--- config.mk ---
export PLATFORM = sky130hd
export DESIGN_NAME = wide_add_sequencer
export DESIGN_NICKNAME = d
export VERILOG_FILES = /design/src/rtl/wide_arith_pkg.sv /design/src/rtl/wide_add_sequencer_cla.sv /design/src/rtl/wide_add_sequencer.sv
export SDC_FILE = /design/constraint.sdc
export NUM_CORES = 2
export LEC_CHECK = 0
export CELL_PAD_IN_SITES_DETAIL_PLACEMENT = 0
export CELL_PAD_IN_SITES_GLOBAL_PLACEMENT = 1
export CORE_AREA = 5 5 593 595
export CTS_BUF_LIST = sky130_fd_sc_hd__clkbuf_8 sky130_fd_sc_hd__clkbuf_16
export DETAILED_ROUTE_END_ITERATION = 10
export DIE_AREA = 0 0 598 600
export HOLD_SLACK_MARGIN = 0.15
export PLACE_DENSITY_LB_ADDON = 0.08
export SLEW_MARGIN = 20
export SYNTH_ARGS = -nofsm -noshare
export SYNTH_HDL_FRONTEND = slang
export SYNTH_SLANG_ARGS = --single-unit
--- constraint.sdc ---
create_clock -name clk -period 64.8 [get_ports clk]
set_clock_uncertainty 0.2 [all_clocks]
set_input_delay 6.48 -clock clk [delete_from_list [all_inputs] [get_ports clk]]
set_output_delay 6.48 -clock clk [all_outputs]
set_load 0.02 [all_outputs]
--- src/rtl/wide_arith_pkg.sv ---
// Shared definitions for the multi-precision add/subtract sequencer:
// default limb geometry and the sequencer FSM state encoding.
package wide_arith_pkg;

    localparam int unsigned W_DEF     = 128;
    localparam int unsigned LIMBS_DEF = 4;
    localparam int unsigned N_DEF     = W_DEF * LIMBS_DEF;

    typedef enum logic {
        IDLE = 1'b0,
        RUN  = 1'b1
    } state_t;

endpackage : wide_arith_pkg

--- src/rtl/wide_add_sequencer_cla.sv ---
// Purely combinational Kogge-Stone prefix-sum carry-lookahead adder.
// Cin is folded into bit 0's generate so the prefix tree yields every carry directly.
module Prefix_Sum_CLA_128bit #(
    parameter int unsigned W = 128
) (
    input  logic [W-1:0] X,
    input  logic [W-1:0] Y,
    input  logic         Cin,
    output logic [W-1:0] Sum,
    output logic         Cout
);

    localparam int unsigned LVL = $clog2(W);

    logic [LVL:0][W-1:0] g;
    logic [LVL:0][W-1:0] p;
    logic [W-1:0]        hp;
    logic [W-1:0]        carry;

    always_comb begin
        hp      = X ^ Y;
        g       = '0;
        p       = '0;
        g[0]    = X & Y;
        p[0]    = hp;
        g[0][0] = (X[0] & Y[0]) | (hp[0] & Cin);
        for (int unsigned l = 0; l < LVL; l++) begin
            for (int unsigned i = 0; i < W; i++) begin
                if (i >= (32'd1 << l)) begin
                    g[l+1][i] = g[l][i] | (p[l][i] & g[l][i - (32'd1 << l)]);
                    p[l+1][i] = p[l][i] & p[l][i - (32'd1 << l)];
                end else begin
                    g[l+1][i] = g[l][i];
                    p[l+1][i] = p[l][i];
                end
            end
        end
        // g[LVL][i] is the carry out of bit i, already including Cin
        carry = {g[LVL][W-2:0], Cin};
        Sum   = hp ^ carry;
        Cout  = g[LVL][W-1];
    end

endmodule : Prefix_Sum_CLA_128bit

--- src/rtl/wide_add_sequencer.sv ---
// Multi-precision add/subtract controller: feeds LIMBS operand limbs LSB-first
// through one shared W-bit CLA core, carrying between passes.
module wide_add_sequencer
    import wide_arith_pkg::*;
#(
    parameter int unsigned W     = W_DEF,
    parameter int unsigned LIMBS = LIMBS_DEF
) (
    input  logic                 clk,
    input  logic                 rst,
    input  logic                 start,
    input  logic                 sub,
    input  logic [W*LIMBS-1:0]   A,
    input  logic [W*LIMBS-1:0]   B,
    output logic                 busy,
    output logic                 done,
    output logic [W*LIMBS-1:0]   Sum,
    output logic                 Cout,
    output logic                 Ovf
);

    localparam int unsigned    N      = W * LIMBS;
    localparam int unsigned    KW     = $clog2(LIMBS);
    localparam logic [KW-1:0]  K_LAST = KW'(LIMBS - 1);

    state_t         state_q;
    logic [KW-1:0]  k_q;
    logic [N-1:0]   a_q;
    logic [N-1:0]   bx_q;
    logic [N-1:0]   sum_q;
    logic           c_q;
    logic           cout_q;
    logic           ovf_q;
    logic           done_q;

    logic [W-1:0]   x_d;
    logic [W-1:0]   y_d;
    logic [W-1:0]   s_d;
    logic           cout_d;
    logic           ovf_d;

    assign x_d = a_q[k_q*W +: W];
    assign y_d = bx_q[k_q*W +: W];

    Prefix_Sum_CLA_128bit #(
        .W (W)
    ) u_core (
        .X    (x_d),
        .Y    (y_d),
        .Cin  (c_q),
        .Sum  (s_d),
        .Cout (cout_d)
    );

    // Only meaningful on the MSB limb pass, where it is captured
    assign ovf_d = (a_q[N-1] ~^ bx_q[N-1]) & (s_d[W-1] ^ a_q[N-1]);

    always_ff @(posedge clk or posedge rst) begin
        if (rst) begin
            state_q <= IDLE;
            k_q     <= '0;
            a_q     <= '0;
            bx_q    <= '0;
            sum_q   <= '0;
            c_q     <= 1'b0;
            cout_q  <= 1'b0;
            ovf_q   <= 1'b0;
            done_q  <= 1'b0;
        end else begin
            done_q <= 1'b0;
            case (state_q)
                IDLE: begin
                    if (start) begin
                        a_q     <= A;
                        bx_q    <= sub ? ~B : B;
                        c_q     <= sub;
                        k_q     <= '0;
                        state_q <= RUN;
                    end
                end
                RUN: begin
                    sum_q[k_q*W +: W] <= s_d;
                    c_q               <= cout_d;
                    if (k_q == K_LAST) begin
                        cout_q  <= cout_d;
                        ovf_q   <= ovf_d;
                        done_q  <= 1'b1;
                        k_q     <= '0;
                        state_q <= IDLE;
                    end else begin
                        k_q <= k_q + 1'b1;
                    end
                end
                default: state_q <= IDLE;
            endcase
        end
    end

    assign busy = (state_q == RUN);
    assign done = done_q;
    assign Sum  = sum_q;
    assign Cout = cout_q;
    assign Ovf  = ovf_q;

endmodule : wide_add_sequencer

==> metrics.txt <==
first-pass GRT wire length=521000 um; Die X=598 um; DP Wirelength=296000 um; transition time at the pin with the least slew margin=1.17 ns; CTS H-tree depth=4; number of instances in the synthesized netlist=6122; number of I/O port buffers=1543; Die H=600 um; total iterations of the first detailed-routing run=5; Starting Density=0.213; CTS tree=yes; Clk pin slew, worst setup/hold paths=0.06 ns; initial DRC count=3120; clock sink total=1543; Setup Total Neg Slack=0 ns; relative slew slack=0.215; pins over their slew limit=0; Worst Setup End Kind=flip-flop; delay-heaviest family, CP=buffers and inverters; remaining global-route overflow=0; critical path launch point type=primary input; number of buffers on the longest clock path=4; number of enable flip-flop cells after synthesis=0; final period demand of the worst path=11.89 ns; per-cell via count in the routed design=4.57; multi-input gate area in the final layout=33400 um^2; most common library cell in the layout ignoring fill and taps=clkdlybuf4s50_1; root cell of the clock tree=clkbuf_16; CP dominant cell by count=buf_4; average cell area after synthesis=12.0 um^2; CP max stage delay=0.70 ns; synth warn=0; Critical Path, Cell by Cell=clkdlybuf4s50_1 -> nand2b_4 -> buf_12 -> buf_4 -> buf_4 -> buf_4 -> buf_12 -> buf_4 -> o21ai_0; Final Routed Wirelength=384000 um; f_max=84.1 MHz; data arrival time of the critical path=12.40 ns; post-synth top area share=0.524; antenna violations before repair=195; Final Hold Violating Endpoints=0; post-cts sizing count=0; number of global-route vias before repair=59630; Layout area overhead=37.4%; leading cell types in the layout, fill and taps excluded=clkdlybuf4s50_1 (1542), dfrtp_1 (1541), nand2_1 (688), o21ai_0 (626), xnor2_1 (569); post-detailed-route wirelength per cell=31.2 um; top cell type by total area after synthesis=dfrtp_1; total global routing track utilization=0.207; count of pins on the block boundary=1544; synth top area cells=dfrtp_1 (52%), mux2_2 (7.8%), mux4_2 (7.8%); Setup Buffers After CTS=0; synthesized netlist net count=7285; share of synthesized area occupied by flip-flops and latches=0.524; die area=359000 um^2; worst path required time=65.32 ns; unrepaired setup endpoints after global routing=false; WS Path Type=primary input to flip-flop; share of post-route cells with drive strength above 1=0.162; net count of the finished layout=8686; Hold Path Class=flip-flop to flip-flop; hold buffer count at CTS=0; area used by sequential logic in the layout=38600 um^2; via count=56089; final worst path period share=0.183; number of buffers and inverters on the critical path=7; synthesized cell area=73700 um^2; Maximum Capacitance Violations=0; clock insertion delay at the later pin of the skew report=0.90 ns; number of buffers inserted during clock tree synthesis=201; total of endpoints with negative setup slack in the final report=0; floorplan core area=345000 um^2; critical path's slowest cell=nand2b_4; worst-path maximum fanout=195; residual antenna-violating net count after detailed routing=0; number of distinct standard cells referenced by the synthesized netlist=74; GP Congestion=0.804; share of flip-flops with an asynchronous set or reset after synthesis=1.00; primary flip-flop cell chosen by synthesis mapping=dfrtp_1; maximum number of pins on one net before global-route repair=196; # DRC=0; post-synthesis sequential element count=1543; # rows=216; number of filler cells placed in the layout=35630; outcome=finished, final reports clean
[worst paths after layout]
kind	from	slack [ns]	to	cells past startpoint
hold reg to reg	bx_q[324]$_DFFE_PP0P_	0.27	bx_q[324]$_DFFE_PP0P_	2
hold / removal	bx_q[324]$_DFFE_PP0P_	0.27	bx_q[324]$_DFFE_PP0P_	2
min in group asynchronous	rst	5.95	Sum[425]$_DFFE_PP0P_	2
setup reg to reg	k_q[0]$_DFFE_PP0P_	55.28	Sum[368]$_DFFE_PP0P_	18
max in group asynchronous	rst	53.77	a_q[361]$_DFFE_PP0P_	7
setup / recovery	start	52.91	bx_q[307]$_DFFE_PP0P_	9
[layer usage]
layer	GRT usage	share of wire
met1	0.246	0.40
met5	0	0.0024
met2	0.364	0.50
met3	0.0648	0.074
met4	0.0502	0.028
[final cells by class]
| class | instances | area share |
|---|---|---|
| Multi-Input combinational cell | 4072 | 0.330 |
| Inverter | 47 | 0.00182 |
| Timing Repair Buffer | 1658 | 0.162 |
| Clock inverter | 102 | 0.00936 |
| Antenna cell | 29 | 0.000717 |
| Tap cell | 4578 | 0.0566 |
| Clock buffer | 256 | 0.0575 |
| Sequential cell | 1543 | 0.381 |
[sequential cells by signal, summed over array words and instances (netlist names)]
name	count
Sum	512
a_q	512
busy	1
c_q	1
Cout	1
k_q	2
done	1
Ovf	1
bx_q	512
[synthesized netlist by cell type, types with 5 or more instances]
master / n
dfrtp_1: 1543
nand2_1: 692
o21ai_0: 626
xnor2_1: 585
mux2_2: 513
a22o_1: 477
clkbuf_1: 401
mux4_2: 256
a21oi_1: 184
ha_1: 133
nor2_1: 104
a21o_1: 66
nand4_1: 56
buf_1: 52
inv_1: 47
o21bai_1: 44
xor2_1: 44
nor3_1: 27
a31oi_1: 26
nand3_1: 25
o21ai_1: 22
o21a_1: 19
nor2b_1: 12
or3_1: 12
a21boi_0: 9
nor4_1: 9
a221o_1: 8
and2_1: 8
and3_1: 8
and4_1: 8
o31ai_1: 8
a211oi_1: 7
a221oi_1: 7
buf_2: 7
a22oi_1: 5
a32o_1: 5
nand2b_1: 5
o221ai_1: 5
[metrics by stage]
step	instances	setup slack [ns]	hold slack (ns)	util	area [um^2]
after global placement	11895	52.06	0.257	0.273	94300
after floorplan	6122	14.59	0.245	-	73700
final	12285	52.91	0.271	0.293	101000
after detailed placement	11896	51.95	0.265	0.273	94400
after global routing	12269	52.47	0.291	0.293	101000
after CTS	12254	52.96	0.278	0.293	101000
[kinds of logic after synthesis]
group / Yosys count / share of synthesized area
adder cells (fa/ha/maj): 135 / 0.0231
buffers and inverters: 507 / 0.0259
multiplexers: 770 / 0.157
AO/OA/AOI/OAI: 1556 / 0.140
XOR/XNOR: 630 / 0.0749
AND/OR/NAND/NOR: 981 / 0.0561
flip-flops: 1543 / 0.524
[worst min-delay path: stages (launching register included)]
cell and delay [ns]:
dfrtp_1 0.34, nand2_1 0.04, o21ai_0 0.05
Power is not shown: default switching activity piles up to over one toggle a cycle in this logic, so the estimate is an artifact.
